`src/rtl/mips_mc_ctrl.sv`:
```
// Multicycle MIPS control unit: opcode-driven FSM with req/ack memory handshake,
// wait-state timeout, sticky error reporting and a retired-instruction counter.
module mips_mc_ctrl #(
  parameter int unsigned TIMEOUT = 16,
  parameter int unsigned PERF_W  = 32
) (
  input  logic              clk,
  input  logic              rst,
  input  logic [5:0]        op,
  input  logic              mem_ack,
  output logic              mem_req,
  output logic              IorD,
  output logic              ALUSrcA,
  output logic              IRWrite,
  output logic              PCWrite,
  output logic              RegDst,
  output logic              MemtoReg,
  output logic              RegWrite,
  output logic              MemWrite,
  output logic              Branch,
  output logic              BranchNE,
  output logic              ZeroExt,
  output logic [1:0]        ALUSrcB,
  output logic [2:0]        ALUOp,
  output logic [1:0]        PCSrc,
  output logic [3:0]        state_o,
  output logic              err,
  output logic [1:0]        err_code,
  output logic [PERF_W-1:0] instr_cnt
);

  localparam int unsigned     WaitW   = (TIMEOUT > 2) ? $clog2(TIMEOUT) : 1;
  localparam logic [WaitW-1:0] WaitMax = WaitW'((TIMEOUT > 0) ? TIMEOUT - 1 : 0);
  localparam bit              TmoEn   = (TIMEOUT != 0);

  localparam logic [5:0] OpR    = 6'b000000;
  localparam logic [5:0] OpJ    = 6'b000010;
  localparam logic [5:0] OpBeq  = 6'b000100;
  localparam logic [5:0] OpBne  = 6'b000101;
  localparam logic [5:0] OpAddi = 6'b001000;
  localparam logic [5:0] OpAndi = 6'b001100;
  localparam logic [5:0] OpOri  = 6'b001101;
  localparam logic [5:0] OpLw   = 6'b100011;
  localparam logic [5:0] OpSw   = 6'b101011;

  typedef enum logic [3:0] {
    StFetch   = 4'd0,
    StDecode  = 4'd1,
    StMemAdr  = 4'd2,
    StMemRd   = 4'd3,
    StMemWb   = 4'd4,
    StMemWr   = 4'd5,
    StExecute = 4'd6,
    StAluWb   = 4'd7,
    StBranch  = 4'd8,
    StImmEx   = 4'd9,
    StImmWb   = 4'd10,
    StJump    = 4'd11,
    StError   = 4'd12
  } state_e;

  state_e              r_state;
  state_e              w_next;
  logic [WaitW-1:0]    r_wait;
  logic                r_err;
  logic [1:0]          r_err_code;
  logic [PERF_W-1:0]   r_instr_cnt;
  logic                r_zext;
  logic                w_mem_state;
  logic                w_tmo_hit;
  logic                w_tmo;
  logic                w_ill;
  logic                w_imm_zext;

  assign w_mem_state = (r_state == StFetch) || (r_state == StMemRd) || (r_state == StMemWr);
  // Ack in the last allowed cycle still completes the access.
  assign w_tmo_hit   = TmoEn && (r_wait == WaitMax) && !mem_ack;
  assign w_imm_zext  = (op == OpAndi) || (op == OpOri);

  always_comb begin
    w_next = r_state;
    w_tmo  = 1'b0;
    w_ill  = 1'b0;
    case (r_state)
      StFetch: begin
        if (mem_ack) w_next = StDecode;
        else if (w_tmo_hit) begin w_next = StError; w_tmo = 1'b1; end
      end
      StDecode: begin
        case (op)
          OpLw, OpSw:            w_next = StMemAdr;
          OpR:                   w_next = StExecute;
          OpBeq, OpBne:          w_next = StBranch;
          OpAddi, OpAndi, OpOri: w_next = StImmEx;
          OpJ:                   w_next = StJump;
          default: begin w_next = StError; w_ill = 1'b1; end
        endcase
      end
      StMemAdr:  w_next = (op == OpLw) ? StMemRd : StMemWr;
      StMemRd: begin
        if (mem_ack) w_next = StMemWb;
        else if (w_tmo_hit) begin w_next = StError; w_tmo = 1'b1; end
      end
      StMemWr: begin
        if (mem_ack) w_next = StFetch;
        else if (w_tmo_hit) begin w_next = StError; w_tmo = 1'b1; end
      end
      StMemWb, StAluWb, StBranch, StImmWb, StJump: w_next = StFetch;
      StExecute: w_next = StAluWb;
      StImmEx:   w_next = StImmWb;
      StError:   w_next = StError;
      default:   w_next = StError;
    endcase
  end

  always_ff @(posedge clk or negedge rst) begin
    if (!rst) begin
      r_state     <= StFetch;
      r_wait      <= '0;
      r_err       <= 1'b0;
      r_err_code  <= 2'b00;
      r_instr_cnt <= '0;
      r_zext      <= 1'b0;
    end else begin
      r_state <= w_next;
      if ((w_next != r_state) &&
          ((w_next == StFetch) || (w_next == StMemRd) || (w_next == StMemWr))) begin
        r_wait <= '0;
      end else if (w_mem_state && !mem_ack) begin
        r_wait <= r_wait + 1'b1;
      end
      // Every completed instruction re-enters FETCH exactly once.
      if ((w_next == StFetch) && (r_state != StFetch)) r_instr_cnt <= r_instr_cnt + 1'b1;
      if (w_ill) begin
        r_err      <= 1'b1;
        r_err_code <= 2'b01;
      end
      if (w_tmo) begin
        r_err      <= 1'b1;
        r_err_code <= 2'b10;
      end
      if (r_state == StImmEx) r_zext <= w_imm_zext;
    end
  end

  always_comb begin
    mem_req  = 1'b0;
    IorD     = 1'b0;
    ALUSrcA  = 1'b0;
    IRWrite  = 1'b0;
    PCWrite  = 1'b0;
    RegDst   = 1'b0;
    MemtoReg = 1'b0;
    RegWrite = 1'b0;
    MemWrite = 1'b0;
    Branch   = 1'b0;
    BranchNE = 1'b0;
    ZeroExt  = 1'b0;
    ALUSrcB  = 2'b00;
    ALUOp    = 3'b000;
    PCSrc    = 2'b00;
    // Strobes are forced low for the whole time reset is held.
    if (rst) begin
      case (r_state)
        StFetch: begin
          mem_req = 1'b1;
          ALUSrcB = 2'b01;
          IRWrite = mem_ack;
          PCWrite = mem_ack;
        end
        StDecode:  ALUSrcB = 2'b11;
        StMemAdr: begin
          ALUSrcA = 1'b1;
          ALUSrcB = 2'b10;
        end
        StMemRd: begin
          mem_req = 1'b1;
          IorD    = 1'b1;
        end
        StMemWb: begin
          MemtoReg = 1'b1;
          RegWrite = 1'b1;
        end
        StMemWr: begin
          mem_req  = 1'b1;
          IorD     = 1'b1;
          MemWrite = 1'b1;
        end
        StExecute: begin
          ALUSrcA = 1'b1;
          ALUOp   = 3'b010;
        end
        StAluWb: begin
          RegDst   = 1'b1;
          RegWrite = 1'b1;
        end
        StBranch: begin
          ALUSrcA  = 1'b1;
          ALUOp    = 3'b001;
          PCSrc    = 2'b01;
          Branch   = (op == OpBeq);
          BranchNE = (op == OpBne);
        end
        StImmEx: begin
          ALUSrcA = 1'b1;
          ALUSrcB = 2'b10;
          ZeroExt = w_imm_zext;
          if (op == OpAndi)     ALUOp = 3'b011;
          else if (op == OpOri) ALUOp = 3'b100;
        end
        StImmWb: begin
          RegWrite = 1'b1;
          ZeroExt  = r_zext;
        end
        StJump: begin
          PCSrc   = 2'b10;
          PCWrite = 1'b1;
        end
        default: ;
      endcase
    end
  end

  assign state_o   = r_state;
  assign err       = r_err;
  assign err_code  = r_err_code;
  assign instr_cnt = r_instr_cnt;

endmodule

```
`config.mk`:
```
export PLATFORM = sky130hd
export DESIGN_NAME = mips_mc_ctrl
export DESIGN_NICKNAME = d
export VERILOG_FILES = /design/src/rtl/mips_mc_ctrl.sv
export SDC_FILE = /design/constraint.sdc
export NUM_CORES = 1
export LEC_CHECK = 0
export ABC_AREA = 1
export CORE_UTILIZATION = 52
export CTS_CLUSTER_DIAMETER = 120
export CTS_CLUSTER_SIZE = 28
export DETAILED_ROUTE_END_ITERATION = 16
export PLACE_DENSITY = 0.81
export SKIP_CTS_REPAIR_TIMING = 1
export SYNTH_ARGS = -nofsm -noshare
export SYNTH_HDL_FRONTEND = slang
export SYNTH_SLANG_ARGS = --single-unit
```
`constraint.sdc`:
```
create_clock -name clk -period 2.1 [get_ports clk]
set_input_delay 0.21 -clock clk [delete_from_list [all_inputs] [get_ports clk]]
set_output_delay 0.21 -clock clk [all_outputs]
set_load 0.005 [all_outputs]
```
; After elaboration in Yosys (flattened, before gate mapping)
; Cells that the tools add are included.
[word_totals]
out_inout_bits = 58
input_bits = 9
elab_cells = 107
reg_bits = 44
[op_classes]
mux = 50
reduce_logical = 26
n_eq_ne = 23
addsub = 2
[ops]
columns = operator, count
row1 = $add 32x1->32 const B, 1
row2 = $pmux 4 s8, 1
row3 = $mux 1, 29
row4 = $mux 4, 6
row5 = $eq 4x3->1 const B, 5
row6 = $eq 4x4->1 const B, 5
row7 = $pmux 4 s5, 1
row8 = $eq 6x4->1 const B, 3
row9 = $eq 4x2->1 const B, 3
row10 = $eq 6x3->1 const B, 2
row11 = $eq 6x6->1 const B, 2
row12 = $mux 3, 4
row13 = $pmux 3 s3, 1
row14 = $reduce_or 3->1, 3
row15 = $reduce_or 9->1, 1
row16 = $logic_not 4->1, 2
row17 = $mux 2, 4
row18 = $reduce_or 2->1, 4
row19 = $eq 6x2->1 const B, 1
row20 = $logic_not 6->1, 1
row21 = $pmux 2 s3, 1
row22 = $logic_or 1x1->1, 5
row23 = $reduce_or 5->1, 1
row24 = $add 4x1->4 const B, 1
row25 = 9 further kinds, 14

; Depth between registers and ports, before layout
; Gate-level depths: netlist (run 1).
[depth]
word_depth = 10
mapped_depth = 15
mapped_depth_nobuf = 14

; Least setup slack after synthesis (run 1)
; No wires, ideal clock.
[synth_path]
path_type = register -> register
from = register r_state[1] (netlist: state_o[1])
to = register r_instr_cnt[24] (netlist: instr_cnt[24])
t_required_ns = 1.984
path_buffers = 2
stages_incl_launch_ff = 13
synth_period_minus_slack_ns = 1.755
path_slack_ns = 0.345
setup_time_ns = 0.116
t_arrival_ns = 1.639
cell_sequence = dfrtp_1 > buf_2 > nand2_1 > inv_2 > nand2_2 > nand3_4 > a21oi_2 > nand3_2 > nor2_2 > nand2_4 > buf_2 > nand2_1 > nand2_1
[synth_via]
elab_chain_cells = 5
elab_cells_between_ends = 21
classes_between = eq/ne (11) / mux (5) / reduce/logical (5)
[synth_lines]
columns = element, line
row1 = "start, declared", 62  ; state_e r_state;
row2 = "start signal, assigned", 118  ; r_state <= StFetch;
row3 = "start signal, assigned", 125  ; r_state <= w_next;
row4 = $eq 4x4->1 or $eq 4x3->1 (tied branches), 84  ; case (r_state)
row5 = $reduce_or 5->1, 84
row6 = $pmux 4 s8 (*), 84
row7 = named net w_next[2], 63  ; state_e w_next;
row8 = $logic_not 4->1 (*), 133  ; if ((w_next == StFetch) && (r_state != StFetch)) r_instr_cnt <= r_instr_cnt + 1'b1;
row9 = $logic_and 1x1->1 (*), 133
row10 = "end signal, assigned", 133
row11 = "end, declared", 67  ; logic [PERF_W-1:0] r_instr_cnt;
; The timed path passes the listed nets; every way through them passes the cells marked *.
; A chain may end at the register's enable or synchronous reset.

; Final worst setup path (run 1)
[layout_path]
from = register r_state[2] (netlist: state_o[2])
to = output port ALUSrcB[0]
[layout_via]
elab_chain_cells = 4
elab_cells_between_ends = 7
classes_between = eq/ne (3) / mux (2) / reduce/logical (2)
[layout_lines]
columns = element, line
row1 = $eq 4x4->1 or $eq 4x2->1 (tied branches), 164  ; case (r_state)
row2 = $reduce_or 2->1 (no source line), -
row3 = $pmux 2 s3 (*), 164
row4 = $mux 2 (*), 163  ; if (rst) begin
row5 = "end, declared", 23  ; output logic [1:0] ALUSrcB,
; Mark *: on every way between the ends. The rest lies on a longest branch, timed or not.

==> results of run 1 <==
through the flow:
step / setup WS [ns] / power (mW) / instances / hold WS [ns] / cell area, µm²
floorplan: 0.3449 / 2.584 / 469 / -0.08559 / 3194
global placement: -0.01495 / 3.466 / 633 / 0.4134 / 4153
detailed placement: -0.1208 / 3.560 / 633 / 0.4275 / 4153
CTS: -0.2312 / 4.129 / 641 / 0.1051 / 4247
global route: -0.08037 / 4.629 / 646 / 0.1570 / 4427
finish: -0.008782 / 4.358 / 646 / 0.09893 / 4427
cells by family (layout without fill, tap and decap cells):
family,Yosys count,count (layout)
and+or+nand+nor,306,306
buffers and inverters,55,157
DFF,44,44
xor gates and xnor gates,35,35
AOI/OAI and AO/OA,26,26
adders and majority gates,2,2
muxes,1,1
registers in the layout (all words and copies together), names as in the netlist:
signal,flops
err,1
err_code,2
instr_cnt,32
r_wait,4
r_zext,1
state_o,4
cells in the final DEF, fill, tap and decap left out, types with 6 or more instances in the layout:
cell               n
a21oi_1            9
nor2_2            10
xor2_1            22
xnor2_1           13
buf_4             32
dlymetal6s2s_1    10
nor4_1             7
nand4_1           10
clkdlybuf4s50_1   55
inv_1             31
nand2_1          163
clkbuf_8           6
nor3_1            16
nand2_2            9
inv_2             13
nor2_1            51
dfrtp_1           42
nand3_1           21
final cells by class:
cell class,count,area (µm²)
Timing Repair Buffer,103,1003
Tap cell,75,93.84
Sequential cell,44,1104
Clock buffer,7,86.33
Clock inverter,1,7.507
Fill cell,465,1494
Inverter,46,177.7
Multi-Input combinational cell,370,1954
worst max path at each step:
stage | endpoint | from | slack, ns
after CTS | ALUOp[2] | state_o[0]$_DFF_PN0_ | -0.23
after global routing | RegWrite | state_o[1]$_DFF_PN0_ | -0.08
final | ALUSrcB[0] | state_o[2]$_DFF_PN0_ | -0.009
after floorplan | instr_cnt[24]$_DFFE_PN0P_ | state_o[1]$_DFF_PN0_ | 0.34
after global placement | r_wait[0]$_DFFE_PN0P_ | op[1] | -0.01
after detailed placement | r_wait[0]$_DFFE_PN0P_ | op[5] | -0.12
layer usage:
| layer | part of all wire | vias up | GRT usage |
|---|---|---|---|
| li1 | - | 1690 | - |
| met1 | 0.45 | 1640 | 0.4152 |
| met2 | 0.47 | 132 | 0.4686 |
| met3 | 0.057 | 19 | 0.03523 |
| met4 | 0.017 | 0 | 0.06607 |
| met5 | 0 | - | 0 |
power by group through the flow:
stage,Sequential [mW],Clock [mW],Combinational (mW)
6_report,1.13,0.561,2.67
2_1_floorplan,1.11,0,1.48
4_1_cts,1.11,0.566,2.45
3_3_place_gp,1.12,0,2.34
5_1_grt,1.15,0.599,2.88
3_5_place_dp,1.12,0,2.44
cell usage after synthesis, types with 2 or more instances:
library cell / count / area (µm²)
ha_1: 2 / 25.02
inv_1: 35 / 131.4
nor4_1: 9 / 56.30
buf_6: 2 / 22.52
o21ai_0: 2 / 10.01
nand4_1: 10 / 62.56
buf_2: 4 / 20.02
a21oi_1: 10 / 50.05
dfrtp_1: 44 / 1101
o21ai_1: 5 / 25.02
xor2_1: 22 / 192.7
o21ai_2: 4 / 35.03
nor2_2: 7 / 43.79
xnor2_1: 13 / 113.9
nor2_1: 59 / 221.5
nand3_1: 22 / 110.1
nand3_4: 2 / 35.03
nand3_2: 3 / 30.03
nand2_1: 169 / 634.4
inv_2: 10 / 37.54
nor3_1: 18 / 90.09
nand2_2: 4 / 25.02
==> results by group, run 1 <==
Status
  – Status: finished, violations left
  – Failing checks: setup timing

Logic synthesis
  – Number of synthesized flops with an enable pin: 0
  – Post-synthesis mux area share: 0.003525
  – Async set or reset register ratio after synthesis: 1.000
  – Syn Area/Cell: 6.811 µm²
  – Post-synthesis cell count: 469
  – Yosys warnings: 0
  – Synth Flop Type: dfrtp_1
  – Post-synthesis simple-gate area fraction: 0.4207
  – Synthesized area: 3194 µm²
  – Area share of xor/xnor cells in the synthesized design: 0.09597
  – Synth cell types: 35
  – Largest family of logic cells by synthesized area: simple AND/OR/NAND/NOR gates
  – Yosys reg bits: 44
  – Synth Area in Compound Gates: 0.05092
  – Syn_nets: 480
  – Sequential element share of the synthesized area: 0.3447
  – Post-Synth Adder-Cell Area: 0.007834

STA
  – Final WS setup: -0.008782 ns
  – Worst rel slew slack: 0.6259
  – Fmax: 474.2 MHz
  – Post-layout min period: 2.109 ns
  – Total negative slack: -0.01235 ns
  – RSZ-0062 raised after global routing: true
  – Worst-margin pin slew: 0.5611 ns
  – Fin crit share: 1.004
  – Final Slew Violations: 0
  – Fin. Hold Viols: 0
  – Final setup skew: 0.01152 ns
  – Final setup fails: 2

Layout
  – NumNets Final: 581
  – Layout area overhead: 38.58%
  – Ant. Diodes: 0
  – Post-layout util: 0.7477
  – Share of layout cells above drive strength 1: 0.1839

Setup path
  – CP required: 1.89 ns
  – CP top delay family: buffers and inverters
  – Worst r2r src: state_o[1]$_DFF_PN0_
  – Crit path kind: reg -> out
  – Worst Path Buf+Inv: 3
  – Worst r2r path cells: 14
  – Nature of the critical path startpoint: flop
  – Critical path depth: 5
  – Critical path's slowest cell: clkdlybuf4s50_1
  – CP endpoint kind: primary output
  – Reg-to-reg endpoint: r_wait[1]$_DFFE_PN0P_
  – Cells along the critical path: inv_2 > buf_4 > nand2_1 > nor3_1 > clkdlybuf4s50_1
  – CP arrival: 1.90 ns
  – R2R Setup Slk: 0.07 ns
  – CP max FO: 4
  – Largest stage delay, worst path: 0.56 ns

Floorplan
  – Die Y: 80.38 µm
  – Site row count: 28
  – Die area: 6460 µm²
  – Initial core utilization: 0.5395
  – Boundary Pins: 67
  – DIE WIDTH: 80.38 µm
  – Core Region: 5921 µm²

Global route
  – Gr ovfl total: 0
  – Total GRT Usage: 0.2910
  – Pin count of the biggest net entering global routing: 45
  – First-pass GRT wire length: 14,540 µm
  – Initial antenna violation count: 0
  – Number of global-route vias before repair: 3,105

Detailed routing
  – Antenna-violating nets left: 0
  – Starting DRT DRC Count: 322
  – Pre-Repair DR Iteration Count: 7
  – Vias: 3,481
  – Number of remaining DRC errors: 0
  – DR WL/cell: 14.39 µm
  – Drt via density: 5.389
  – Final WL: 9295 µm

Clock tree
  – CTS tree: yes
  – CTS max path bufs: 2
  – Clk Latency, worst-skew pair: 0.30 ns
  – Worst-path clk slew: 0.09 ns
  – Num CTS Buffers: 5
  – Root Buffer: clkbuf_8
  – Htree depth: 2
  – CTS Sinks: 44

Power
  – Internal power: 2.402 mW
  – Power Dens Cells: 984.5 nW/µm²
  – Leak Pwr: 2.232 nW
  – Switching share of total power: 0.4488
  – Logic pwr share: 0.612
  – Clock Power Share: 0.129
  – VDD IR max: 1.277 mV
  – Reg power frac: 0.260
  – Psw: 1.956 mW

Placement
  – Post-DP HPWL: 6934 µm
  – IO buf count: 66
  – GP Congestion: 0.9249

Flow run
  – Max-cap violation count: 0

Hold path
  – Worst Hold Class: in -> async
Note: power is estimated with default switching activity, not from simulation.
==> inputs of run 2 (changes only) <==
==> constraint.sdc (replaced) <==
create_clock -name clk -period 2.3 [get_ports clk]
set_input_delay 0.23 -clock clk [delete_from_list [all_inputs] [get_ports clk]]
set_output_delay 0.23 -clock clk [all_outputs]
set_load 0.005 [all_outputs]
==> run 2 against run 1 <==
The run now ends clean; wire length decreased by 7.2%; total power decreased by 22%; non-clock buffer count decreased by 24; design area decreased by 7.3%; clock-buffer cell count decreased by 1; largest power group unchanged; combinational power decreased by 29%; via count decreased by 3.9%.
==> results by group, run 2 (same netlist as run 1, synthesis figures left out) <==
Status
  – Status: complete, no violations

Detailed routing
  – Drt via density: 5.385
  – Final WL: 8622 µm
  – Starting DRT DRC Count: 239
  – Number of remaining DRC errors: 0
  – DR WL/cell: 13.88 µm
  – Antenna-violating nets left: 0
  – Pre-Repair DR Iteration Count: 5
  – Vias: 3,344

Clock tree
  – Root Buffer: clkbuf_8
  – Clk Latency, worst-skew pair: 0.29 ns
  – CTS max path bufs: 2
  – Num CTS Buffers: 5
  – Htree depth: 2
  – CTS tree: yes
  – Worst-path clk slew: 0.08 ns
  – CTS Sinks: 44

Setup path
  – Critical path's slowest cell: dfrtp_2
  – Crit path top cell by count: nand2_1
  – Nature of the critical path startpoint: flop
  – CP max FO: 6
  – CP endpoint kind: primary output
  – Largest stage delay, worst path: 0.45 ns
  – Crit path kind: reg -> out
  – Cells along the critical path: buf_12 > buf_4 > nand2_2 > inv_2 > nand2_1 > nand3_1 > nand2_1 > inv_1 > clkdlybuf4s50_1
  – CP required: 2.07 ns
  – CP arrival: 2.02 ns

STA
  – Fin crit share: 0.9784
  – Final setup fails: 0
  – Worst rel slew slack: 0.6490
  – Hold Worst Slack: 0.1246 ns
  – Worst-margin pin slew: 0.5266 ns
  – Fin. Hold Viols: 0
  – Fmax: 444.4 MHz
  – Post-layout min period: 2.250 ns
  – Final Slew Violations: 0
  – Final setup skew: 0.006399 ns

Layout
  – Ant. Diodes: 0
  – Fill cells: 521
  – Post-layout util: 0.6934
  – Area of the multi-input gates: 1874 µm²
  – Commonest non-fill, non-tap cell in the layout: nand2_1
  – Most used cells in the layout excluding fill and tap cells: nand2_1, clkdlybuf4s50_1, nor2_1
  – Max FFs per register: 32
  – Layout area overhead: 28.52%
  – Finished Cell Area: 4105 µm²
  – Register area: 1106 µm²
  – Share of layout cells above drive strength 1: 0.1172
  – NumNets Final: 557
  – Non-Filler Instances: 621

Floorplan
  – Die Y: 80.38 µm
  – Initial core utilization: 0.5395
  – Site row count: 28
  – Core Region: 5921 µm²
  – Boundary Pins: 67
  – Die area: 6460 µm²
  – DIE WIDTH: 80.38 µm

Global route
  – Initial antenna violation count: 0
  – First-pass GRT wire length: 13,580 µm
  – Number of global-route vias before repair: 2,904
  – Gr ovfl total: 0
  – Total GRT Usage: 0.2701
  – Pin count of the biggest net entering global routing: 42

Placement
  – Placed cell count: 608
  – Post-place instance area: 3928 µm²
  – GP Congestion: 0.9455
  – IO buf count: 66
  – Post-DP HPWL: 6500 µm

Power
  – Leak Pwr: 1.955 nW
  – Total power: 3.395 mW
  – Power Dens Cells: 827.1 nW/µm²
  – VDD IR max: 0.9612 mV

Flow run
  – Max-cap violation count: 0

Hold path
  – Worst Hold Class: in -> async
## run 2: final cells by class
type | instances | area share
Timing Repair Buffer | 79 | 0.1884
Clock buffer | 6 | 0.01768
Inverter | 46 | 0.04389
Clock inverter | 1 | 0.001219
Sequential cell | 44 | 0.2694
Multi-Input combinational cell | 370 | 0.4566
Tap cell | 75 | 0.02286
## run 2: metrics by stage
stage                     setup WS, ns  TNS (ns)
after floorplan                 0.5449         0
after global placement         0.08775         0
after detailed placement      -0.01507  -0.04082
after CTS                      -0.1597   -0.4803
after global routing         -0.003477  -0.01211
final                          0.04979         0
## run 2: power by group
| group | switching, mW | internal [mW] | total [mW] |
|---|---|---|---|
| clock | 0.257 | 0.207 | 0.464 |
| sequential | 0.153 | 0.890 | 1.04 |
| combinational | 1.16 | 0.727 | 1.89 |
| total | 1.57 | 1.82 | 3.40 |
## run 2: critical path, delay by kind of cell, from the launching register on
kind,cells,cell delay (ns)
buf+inv,5,0.79
simple gates,4,0.47
flops,1,0.45
## run 2: routing by layer
metal	global-route usage	wire length, µm	vias to the layer above
li1	-	-	1653
met1	0.3887	3972	1553
met2	0.4246	3975	129
met3	0.04318	609	9
met4	0.05714	64	0
met5	0	0	-
## run 2: final timing paths
kind                                           start                   endpoint  slack (ns)  depth (start not counted)
worst max-delay path            state_o[1]$_DFF_PN0_                    ALUSrcA        0.05                          9
worst min-delay path                             rst  instr_cnt[28]$_DFFE_PN0P_        0.12                          2
min in group clk                  r_zext$_DFFE_PN0P_         r_zext$_DFFE_PN0P_        0.50                          2
worst max register to register  state_o[1]$_DFF_PN0_  instr_cnt[31]$_DFFE_PN0P_        0.18                         13
worst min register to register    r_zext$_DFFE_PN0P_         r_zext$_DFFE_PN0P_        0.50                          2
max in group asynchronous                        rst       state_o[1]$_DFF_PN0_        1.70                          2
